[src/rtl/pool_seq_if.sv]
// pool_seq_if: groups the layer-control, feature-buffer read and pool-block
// signals of pool_seq_ctrl into one bundle.
//   master : the sequencer side (pool_seq_ctrl)
//   slave  : the environment side (layer controller, feature buffer, pool block)
// Signals:
//   cfg_start/cfg_pool_en/cfg_layer1/cfg_rows/cfg_cols/cfg_base : layer configuration
//   busy/done/err                                               : layer status
//   rd_en/rd_addr/rd_data                                       : feature buffer read port
//   pool_en/layer1/col/valid_in/data_in/pool_end                : pool block link
interface pool_seq_if #(
    parameter int ADDR_W = 16,
    parameter int DIM_W  = 16
);
    logic              cfg_start;
    logic              cfg_pool_en;
    logic              cfg_layer1;
    logic [DIM_W-1:0]  cfg_rows;
    logic [DIM_W-1:0]  cfg_cols;
    logic [ADDR_W-1:0] cfg_base;
    logic              busy;
    logic              done;
    logic              err;
    logic              rd_en;
    logic [ADDR_W-1:0] rd_addr;
    logic [255:0]      rd_data;
    logic              pool_en;
    logic              layer1;
    logic [15:0]       col;
    logic              valid_in;
    logic [255:0]      data_in;
    logic              pool_end;

    modport master (
        input  cfg_start, cfg_pool_en, cfg_layer1, cfg_rows, cfg_cols, cfg_base,
        input  rd_data, pool_end,
        output busy, done, err, rd_en, rd_addr,
        output pool_en, layer1, col, valid_in, data_in
    );

    modport slave (
        output cfg_start, cfg_pool_en, cfg_layer1, cfg_rows, cfg_cols, cfg_base,
        output rd_data, pool_end,
        input  busy, done, err, rd_en, rd_addr,
        input  pool_en, layer1, col, valid_in, data_in
    );
endinterface

[src/rtl/pool_seq_ctrl.sv]
// pool_seq_ctrl: walks a feature map row by row out of the feature buffer and
// hands each row to the max-pool block as one contiguous valid burst, waiting
// for the pool block's end pulse before the next row.
// Ports:
//   clk   : clock
//   rst_n : asynchronous active-low reset (aborts a running layer, no done)
//   bus   : pool_seq_if master modport (cfg, status, buffer read, pool link)
module pool_seq_ctrl #(
    parameter int ADDR_W = 16,
    parameter int DIM_W  = 16,
    parameter int GAP    = 2,
    parameter int TMO_W  = 12
) (
    input  logic       clk,
    input  logic       rst_n,
    pool_seq_if.master bus
);
    typedef enum logic [2:0] {
        S_IDLE,
        S_ISSUE,
        S_GAP,
        S_WAIT_END,
        S_FINISH
    } state_t;

    localparam int                GAP_W    = $clog2(GAP);
    localparam logic [GAP_W-1:0]  GAP_LAST = GAP_W'(GAP - 1);
    // Timeout fires in the (2^TMO_W-1)-th cycle counted from GAP entry.
    localparam logic [TMO_W-1:0]  TMO_LAST = {{(TMO_W-1){1'b1}}, 1'b0};
    localparam logic [DIM_W-1:0]  DIM_ONE  = DIM_W'(1);

    state_t            state_q, state_d;
    logic [DIM_W-1:0]  rows_q, rows_d;
    logic [DIM_W-1:0]  cols_q, cols_d;
    logic [DIM_W-1:0]  row_q, row_d;
    logic [DIM_W-1:0]  beat_q, beat_d;
    logic [ADDR_W-1:0] addr_q, addr_d;
    logic [GAP_W-1:0]  gap_q, gap_d;
    logic [TMO_W-1:0]  tmo_q, tmo_d;
    logic              to_wait_q, to_wait_d;   // GAP exit target: 1 = WAIT_END, 0 = ISSUE
    logic              pend_q, pend_d;         // pool_end seen before WAIT_END
    logic              busy_q, busy_d;
    logic              err_q, err_d;
    logic              done_q, done_d;
    logic              pool_en_q, pool_en_d;
    logic              layer1_q, layer1_d;
    logic              valid_q;
    logic              rd_en;

    assign rd_en        = (state_q == S_ISSUE);
    assign bus.rd_en    = rd_en;
    assign bus.rd_addr  = addr_q;
    assign bus.busy     = busy_q;
    assign bus.done     = done_q;
    assign bus.err      = err_q;
    assign bus.pool_en  = pool_en_q;
    assign bus.layer1   = layer1_q;
    assign bus.col      = 16'(cols_q);
    assign bus.valid_in = valid_q;
    // Buffer data arrives one cycle after rd_en, aligned with valid_in.
    assign bus.data_in  = bus.rd_data;

    always_ff @(posedge clk or negedge rst_n) begin
        if (!rst_n) begin
            state_q   <= S_IDLE;
            rows_q    <= '0;
            cols_q    <= '0;
            row_q     <= '0;
            beat_q    <= '0;
            addr_q    <= '0;
            gap_q     <= '0;
            tmo_q     <= '0;
            to_wait_q <= 1'b0;
            pend_q    <= 1'b0;
            busy_q    <= 1'b0;
            err_q     <= 1'b0;
            done_q    <= 1'b0;
            pool_en_q <= 1'b0;
            layer1_q  <= 1'b0;
            valid_q   <= 1'b0;
        end else begin
            state_q   <= state_d;
            rows_q    <= rows_d;
            cols_q    <= cols_d;
            row_q     <= row_d;
            beat_q    <= beat_d;
            addr_q    <= addr_d;
            gap_q     <= gap_d;
            tmo_q     <= tmo_d;
            to_wait_q <= to_wait_d;
            pend_q    <= pend_d;
            busy_q    <= busy_d;
            err_q     <= err_d;
            done_q    <= done_d;
            pool_en_q <= pool_en_d;
            layer1_q  <= layer1_d;
            valid_q   <= rd_en;
        end
    end

    always_comb begin
        state_d   = state_q;
        rows_d    = rows_q;
        cols_d    = cols_q;
        row_d     = row_q;
        beat_d    = beat_q;
        addr_d    = addr_q;
        gap_d     = gap_q;
        tmo_d     = tmo_q;
        to_wait_d = to_wait_q;
        pend_d    = pend_q;
        busy_d    = busy_q;
        err_d     = err_q;
        done_d    = 1'b0;
        pool_en_d = pool_en_q;
        layer1_d  = layer1_q;

        unique case (state_q)
            S_IDLE: begin
                if (bus.cfg_start) begin
                    rows_d    = bus.cfg_rows;
                    cols_d    = bus.cfg_cols;
                    pool_en_d = bus.cfg_pool_en;
                    layer1_d  = bus.cfg_layer1;
                    addr_d    = bus.cfg_base;
                    row_d     = '0;
                    beat_d    = '0;
                    pend_d    = 1'b0;
                    busy_d    = 1'b1;
                    err_d     = 1'b0;
                    if (bus.cfg_rows == '0 || bus.cfg_cols == '0) begin
                        state_d = S_FINISH;
                    end else begin
                        state_d = S_ISSUE;
                    end
                end
            end
            S_ISSUE: begin
                addr_d = addr_q + ADDR_W'(1);
                if (bus.pool_end) begin
                    pend_d = 1'b1;
                end
                if (beat_q == cols_q - DIM_ONE) begin
                    state_d   = S_GAP;
                    gap_d     = '0;
                    tmo_d     = '0;
                    to_wait_d = 1'b1;
                end else begin
                    beat_d = beat_q + DIM_ONE;
                end
            end
            S_GAP: begin
                tmo_d = tmo_q + TMO_W'(1);
                if (bus.pool_end) begin
                    pend_d = 1'b1;
                end
                if (gap_q == GAP_LAST) begin
                    state_d = to_wait_q ? S_WAIT_END : S_ISSUE;
                    beat_d  = '0;
                end else begin
                    gap_d = gap_q + GAP_W'(1);
                end
            end
            S_WAIT_END: begin
                tmo_d = tmo_q + TMO_W'(1);
                if (bus.pool_end || pend_q) begin
                    pend_d = 1'b0;
                    if (row_q == rows_q - DIM_ONE) begin
                        state_d = S_FINISH;
                    end else begin
                        row_d     = row_q + DIM_ONE;
                        state_d   = S_GAP;
                        gap_d     = '0;
                        to_wait_d = 1'b0;
                    end
                end else if (tmo_q == TMO_LAST) begin
                    err_d   = 1'b1;
                    state_d = S_FINISH;
                end
            end
            S_FINISH: begin
                busy_d  = 1'b0;
                done_d  = 1'b1;
                state_d = S_IDLE;
            end
            default: begin
                state_d = S_IDLE;
            end
        endcase
    end
endmodule

[src/flat_wrapper.sv]
// flat-port wrapper written by rule: the top's interface ports become plain ports
module pool_seq_ctrl_flat 
#(
    parameter int ADDR_W = 16,
    parameter int DIM_W  = 16,
    parameter int GAP    = 2,
    parameter int TMO_W  = 12
)
  (clk, rst_n, bus_cfg_start, bus_cfg_pool_en, bus_cfg_layer1, bus_cfg_rows, bus_cfg_cols, bus_cfg_base, bus_rd_data, bus_pool_end, bus_busy, bus_done, bus_err, bus_rd_en, bus_rd_addr, bus_pool_en, bus_layer1, bus_col, bus_valid_in, bus_data_in);
  pool_seq_if #(.ADDR_W(ADDR_W), .DIM_W(DIM_W)) bus_i ();
  input  logic clk;
  input  logic rst_n;
  input wire logic [$bits(bus_i.cfg_start)-1:0] bus_cfg_start;
  input wire logic [$bits(bus_i.cfg_pool_en)-1:0] bus_cfg_pool_en;
  input wire logic [$bits(bus_i.cfg_layer1)-1:0] bus_cfg_layer1;
  input wire logic [$bits(bus_i.cfg_rows)-1:0] bus_cfg_rows;
  input wire logic [$bits(bus_i.cfg_cols)-1:0] bus_cfg_cols;
  input wire logic [$bits(bus_i.cfg_base)-1:0] bus_cfg_base;
  input wire logic [$bits(bus_i.rd_data)-1:0] bus_rd_data;
  input wire logic [$bits(bus_i.pool_end)-1:0] bus_pool_end;
  output wire logic [$bits(bus_i.busy)-1:0] bus_busy;
  output wire logic [$bits(bus_i.done)-1:0] bus_done;
  output wire logic [$bits(bus_i.err)-1:0] bus_err;
  output wire logic [$bits(bus_i.rd_en)-1:0] bus_rd_en;
  output wire logic [$bits(bus_i.rd_addr)-1:0] bus_rd_addr;
  output wire logic [$bits(bus_i.pool_en)-1:0] bus_pool_en;
  output wire logic [$bits(bus_i.layer1)-1:0] bus_layer1;
  output wire logic [$bits(bus_i.col)-1:0] bus_col;
  output wire logic [$bits(bus_i.valid_in)-1:0] bus_valid_in;
  output wire logic [$bits(bus_i.data_in)-1:0] bus_data_in;
  assign bus_i.cfg_start = bus_cfg_start;
  assign bus_i.cfg_pool_en = bus_cfg_pool_en;
  assign bus_i.cfg_layer1 = bus_cfg_layer1;
  assign bus_i.cfg_rows = bus_cfg_rows;
  assign bus_i.cfg_cols = bus_cfg_cols;
  assign bus_i.cfg_base = bus_cfg_base;
  assign bus_i.rd_data = bus_rd_data;
  assign bus_i.pool_end = bus_pool_end;
  assign bus_busy = bus_i.busy;
  assign bus_done = bus_i.done;
  assign bus_err = bus_i.err;
  assign bus_rd_en = bus_i.rd_en;
  assign bus_rd_addr = bus_i.rd_addr;
  assign bus_pool_en = bus_i.pool_en;
  assign bus_layer1 = bus_i.layer1;
  assign bus_col = bus_i.col;
  assign bus_valid_in = bus_i.valid_in;
  assign bus_data_in = bus_i.data_in;
  pool_seq_ctrl #(.ADDR_W(ADDR_W), .DIM_W(DIM_W), .GAP(GAP), .TMO_W(TMO_W)) u_core (.clk(clk), .rst_n(rst_n), .bus(bus_i));
endmodule
[config.mk]
export PLATFORM = sky130hd
export DESIGN_NAME = pool_seq_ctrl_flat
export DESIGN_NICKNAME = d
export VERILOG_FILES = /design/src/rtl/pool_seq_if.sv /design/src/rtl/pool_seq_ctrl.sv /design/src/flat_wrapper.sv
export SDC_FILE = /design/constraint.sdc
export NUM_CORES = 1
export LEC_CHECK = 0
export CORE_AREA = 2 2 236 238
export CTS_CLUSTER_DIAMETER = 50
export DETAILED_ROUTE_END_ITERATION = 8
export DIE_AREA = 0 0 238 240
export GPL_ROUTABILITY_DRIVEN = 1
export SYNTH_ARGS = -nofsm -noshare
export SYNTH_HDL_FRONTEND = slang
export SYNTH_SLANG_ARGS = --single-unit
[constraint.sdc]
create_clock -name clk -period 3 [get_ports clk]
set_clock_uncertainty 0.05 [all_clocks]
set_input_delay 0.6 -clock clk [delete_from_list [all_inputs] [get_ports clk]]
set_output_delay 0.6 -clock clk [all_outputs]
set_load 0.005 [all_outputs]
## Word level (Yosys, flattened, before mapping)

Cells that the tools add are included.
Widths: inputs -> output; s select.

| storage, ports and cells | value |
|---|---|
| output and inout port bits | 295 |
| bits in registers | 104 |
| input port bits | 310 |

| cells by class | value |
|---|---|
| reduce and logical (&&, ||, !) cells | 26 |
| mux-type cells | 37 |
| equal/unequal tests | 17 |
| add/sub/neg operators | 7 |

Operators by type and width:

| operator | number |
|---|---|
| $mux 16 | 6 |
| $pmux 16 s2 | 2 |
| $add 16x1->16 const B | 3 |
| $pmux 16 s3 | 1 |
| $eq 16x16->1 | 2 |
| $logic_not 16->1 | 2 |
| $sub 16x1->16 const B | 2 |
| $reduce_and 4->1 | 7 |
| $pmux 12 s2 | 1 |
| $mux 3 | 7 |
| $add 12x1->12 const B | 1 |
| $eq 12x12->1 const B | 1 |
| $mux 1 | 12 |
| $mux 12 | 1 |
| $pmux 3 s4 | 1 |
| $ne 2x2->1 const B | 5 |
| $reduce_bool 2->1 | 5 |
| $reduce_bool 3->1 | 3 |
| $ne 2x1->1 const B | 4 |
| $reduce_and 2->1 | 4 |
| $eq 3x2->1 const B | 2 |
| $pmux 1 s2 | 3 |
| $pmux 1 s3 | 2 |
| $reduce_or 2->1 | 2 |
| 7 further kinds | 8 |

## Longest topological paths before layout

| depth | value |
|---|---|
| word-level depth | 5 |
| depth in mapped cells | 12 |

## Worst setup path after synthesis

No wires, ideal clock.

| timing | value |
|---|---|
| path type | reg2reg |
| start | register u_core.cols_q[0] (netlist: u_core.bus.col[0]) |
| end | register u_core.beat_q[15] |
| setup slack | -201 ps |
| library setup time | 119 ps |
| period minus slack after synthesis | 3201 ps |
| data arrival time | 3033 ps |
| stages on the path, launching flop included | 11 |
| path buffers | 0 |
| cell sequence | dfrtp_1 inv_1 ha_1 or4b_4 or4b_1 o211ai_1 a21oi_1 or4_4 o2111a_2 and4_1 o21a_1 |

| on the way | value |
|---|---|
| cells in the longest elaborated chain, start to end | 4 |

RTL lines:

| item | line | text |
|---|---|---|
| start, declared | pool_seq_ctrl.sv:34 | `logic [DIM_W-1:0] cols_q, cols_d;` |
| start signal, assigned | pool_seq_ctrl.sv:84 | `cols_q <= cols_d;` |
| $sub 16x1->16 | pool_seq_ctrl.sv:143 | `if (beat_q == cols_q - DIM_ONE) begin` |
| $eq 16x16->1 | pool_seq_ctrl.sv:143 |  |
| $ne 2x2->1 (no source line) | n/a |  |
| $reduce_and 4->1 (no source line) | n/a |  |
| end signal, assigned | pool_seq_ctrl.sv:86 | `beat_q <= beat_d;` |
| end, declared | pool_seq_ctrl.sv:36 | `logic [DIM_W-1:0] beat_q, beat_d;` |

No other way between the ends.
A chain may end at the register's enable or synchronous reset.

## Worst setup path in the final report

Same ends and word-level chain as after synthesis.

==> impl_metrics.yaml <==
clock_network:
  clk_pin_slew_ps: 90
  cts_buffers: 9
  clockRootBuffer: "clkbuf_16"
  clk_path_buf_depth: 2
  htreeDepth: 3
  clock_latency_ps: 400
  clock-sinks: 104
  cts_tree: "yes"
run_status:
  violations: "negative setup slack"
  status: "complete, but fails checks"
floorplanning:
  die-area_mm2: 0.0571
  chipHeight_um: 240
  start_util: 0.147
  die_width_um: 238
  core_mm2: 0.0547
  rows: 86
  io_pins: 605
synth:
  avgSynthCellArea_um2: 8.31
  yosys-mux-area-fraction: 0.0263
  syn-num-nets: 1286
  netlist.area_leader.share: 0.323
  synth_ff_type: "dfrtp_1"
  syn_inst: 969
  ys_ff_latch: 104
  synth_cell_types: 69
  synth-edff-count: 0
  ys_warn_count: 0
  synth_top_area_cell: "dfrtp_1"
  synth_top_family_by_area: "buffers and inverters"
  seq_area_frac_synth: 0.323
  syn_area_mm2: 0.00805
  synth_area_leaders: "dfrtp_1 (32%), buf_4 (24%), nand2_1 (6.5%), xnor2_1 (2.5%), mux2i_1 (2.5%)"
  synth-compound-area-share: 0.111
  async_flop_share: 1.00
  synth_adder_area_share: 0.0109
  yosys.area_share.xor_xnor: 0.0413
  synth_simple_gate_area_frac: 0.218
worst_setup_path:
  worstSetupStartpointType: "flop"
  critPathRequiredTime_ps: 3230
  r2r_end: "u_core.beat_q[15]"
  worstPathArrival_ps: 3300
  endpoint_kind: "flop"
  cp_max_fo: 6
  critPathKind: "flop to flop"
  r2r-start: "u_core.bus.col[0]"
  reg2reg_setup_slack_ps: -60
  r2r_cells: 10
routing:
  drtAntennaViolNets: 0
  vias_per_cell: 3.98
  dr.pass1.iters: 6
  wl_per_cell_um: 16.2
  vias: 6209
  drt_iter0_markers: 451
  drc_errors: 0
  wl_um: 25200
timing:
  hold_viol: 0
  rsz0062_at_grt: "yes"
  hold_ws_ps: 215
  maxSlewViolCount: 0
  layout_min_cycle_time_ps: 3060
  fmax_mhz: 326
  fin_crit_sh: 1.02
  maxSlewHeadroom: 0.437
  fin_tns_setup_ps: -248
  worst-slew-pin-transition_ps: 845
  worst_slack_ps: -63.1
  setup_violations: 10
layout:
  nFillCells: 6153
  seq_area_mm2: 0.00260
  fin_nets: 1167
  area_delta_synth_final_pct: 9.85
  n_antenna_cell: 0
  postLayoutCoreUtil: 0.162
  multiInputGateArea_mm2: 0.00347
  layout-drive-gt1-share: 0.161
grt:
  grt_pass1_wl_um: 36800
  grt-ovfl-total: 0
  grtUsageTotal: 0.0857
  grt_max_degree: 70
  grt_pass1_vias: 6229
  antenna_found_initial: 2
pwr:
  p_leak_nw: 3.63
  ir_drop_mv: 0.308
  p_per_area_mw_per_mm2: 320
placement:
  io_buffers: 92
  hpwl_um: 19100
  gp_congestion: 0.803
hold_path:
  hp-class: "primary input to asynchronous set/reset pin"
run:
  drv_cap: 0
## metrics by stage
stage / std cells / cell area [µm²] / setup WS [ps] / power [mW]
floorplan: 969 / 8060 / -82.5 / 1.74
finish: 1559 / 8840 / -63.1 / 2.83
CTS: 1555 / 8710 / -77.9 / 2.90
detailed placement: 1531 / 8240 / -200 / 1.59
global placement: 1531 / 8240 / -157 / 1.59
global route: 1559 / 8840 / -176 / 2.97
## worst max path at each step
stage,from,to,slack [ps]
after CTS,u_core.bus.col[0],u_core.beat_q[15],-80
final,u_core.bus.col[0],u_core.beat_q[15],-60
after global placement,u_core.bus.col[1],u_core.tmo_q[5],-160
after detailed placement,u_core.bus.col[1],u_core.tmo_q[5],-200
after global routing,u_core.bus.col[0],u_core.beat_q[15],-180
after floorplan,u_core.bus.col[0],u_core.beat_q[15],-80
## timing repair
item	in CTS	in global routing
cloned	1	1
hold buffers	0	0
endpoints found under the hold margin	0	0
buffers inserted	7	3
setup endpoints to repair	46	49
gates resized for setup	23	25
pin swaps	16	10
## area by class of cell
type	instances	share of cell area
Sequential cell	104	0.294
Clock inverter	7	0.00905
Clock buffer	9	0.0255
Timing Repair Buffer	156	0.166
Multi-Input combinational cell	548	0.392
Inverter	31	0.0136
Tap cell	704	0.0996
## Yosys cell counts, types with 3 or more instances
cell,n
a211oi_1,7
a21o_1,4
a21oi_1,25
a221o_1,3
a31oi_1,9
and3_1,11
and4_1,3
buf_1,5
buf_2,3
buf_4,256
clkbuf_1,20
dfrtp_1,104
ha_1,7
inv_1,31
mux2i_1,20
nand2_1,140
nand2b_1,9
nand3_1,31
nand3b_1,4
nand4_1,19
nor2_1,48
nor2b_1,4
nor3_1,21
nor3b_1,3
nor4_1,17
o211ai_1,9
o21a_1,7
o21ai_0,27
o22ai_1,4
o31ai_1,11
or2_2,8
or3_1,5
or4_1,12
xnor2_1,23
xor2_1,15
## critical path: stages (launching register included)
cell and delay (ps):
dfrtp_1 390, inv_2 80, ha_4 130, or4b_4 470
or4b_1 480, o211ai_1 110, a21oi_2 90, or4_4 510
o2111a_2 310, and4_1 190, o21a_1 160
## registers in the layout (all words and copies together), names as in the netlist, 3 cells and up
register / flops
u_core.rows_q: 16
u_core.state_q: 3
u_core.beat_q: 16
u_core.row_q: 16
u_core.tmo_q: 12
u_core.bus.col: 16
u_core.bus.rd_addr: 16
## per-layer routing
| layer | GRT usage | wire length (µm) | vias up |
|---|---|---|---|
| li1 | - | - | 2820 |
| met2 | 0.129 | 11000 | 341 |
| met4 | 0.0555 | 1310 | 4 |
| met5 | 0.00606 | 57 | - |
| met3 | 0.0412 | 2810 | 110 |
| met1 | 0.0963 | 10000 | 2934 |
## cell families (layout without fill, tap and decap cells)
kind of cell,after synthesis,after routing
XOR/XNOR,38,38
multiplexers,21,21
AO/OA/AOI/OAI,130,130
AND/OR/NAND/NOR,352,352
adder cells (fa/ha/maj),7,7
flip-flops,104,104
buffers and inverters,317,203
## placed cells by master (no fill, tap or decap), types with 8 or more instances in the layout
cell,netlist,layout
buf_4,256,55
or4_1,12,8
clkdlybuf4s50_1,0,91
mux2i_1,20,20
nor3_1,21,19
nor2_1,48,41
o211ai_1,9,9
and3_1,11,11
a31oi_1,9,9
nand4_1,19,19
dfrtp_1,104,104
nor4_1,17,15
xnor2_1,23,23
a21oi_1,25,21
xor2_1,15,15
o31ai_1,11,11
inv_1,31,26
nand3_1,31,30
clkbuf_16,0,9
nand2_1,140,139
o21ai_0,27,25
nand2b_1,9,8
## where the power goes
part	internal, mW	total (mW)	switching, mW
Clock	0.600	1.27	0.670
Sequential	1.41	1.41	0.00916
Combinational	0.0800	0.146	0.0658
Total	2.09	2.83	0.745
Power figures use the tool's default switching activity.
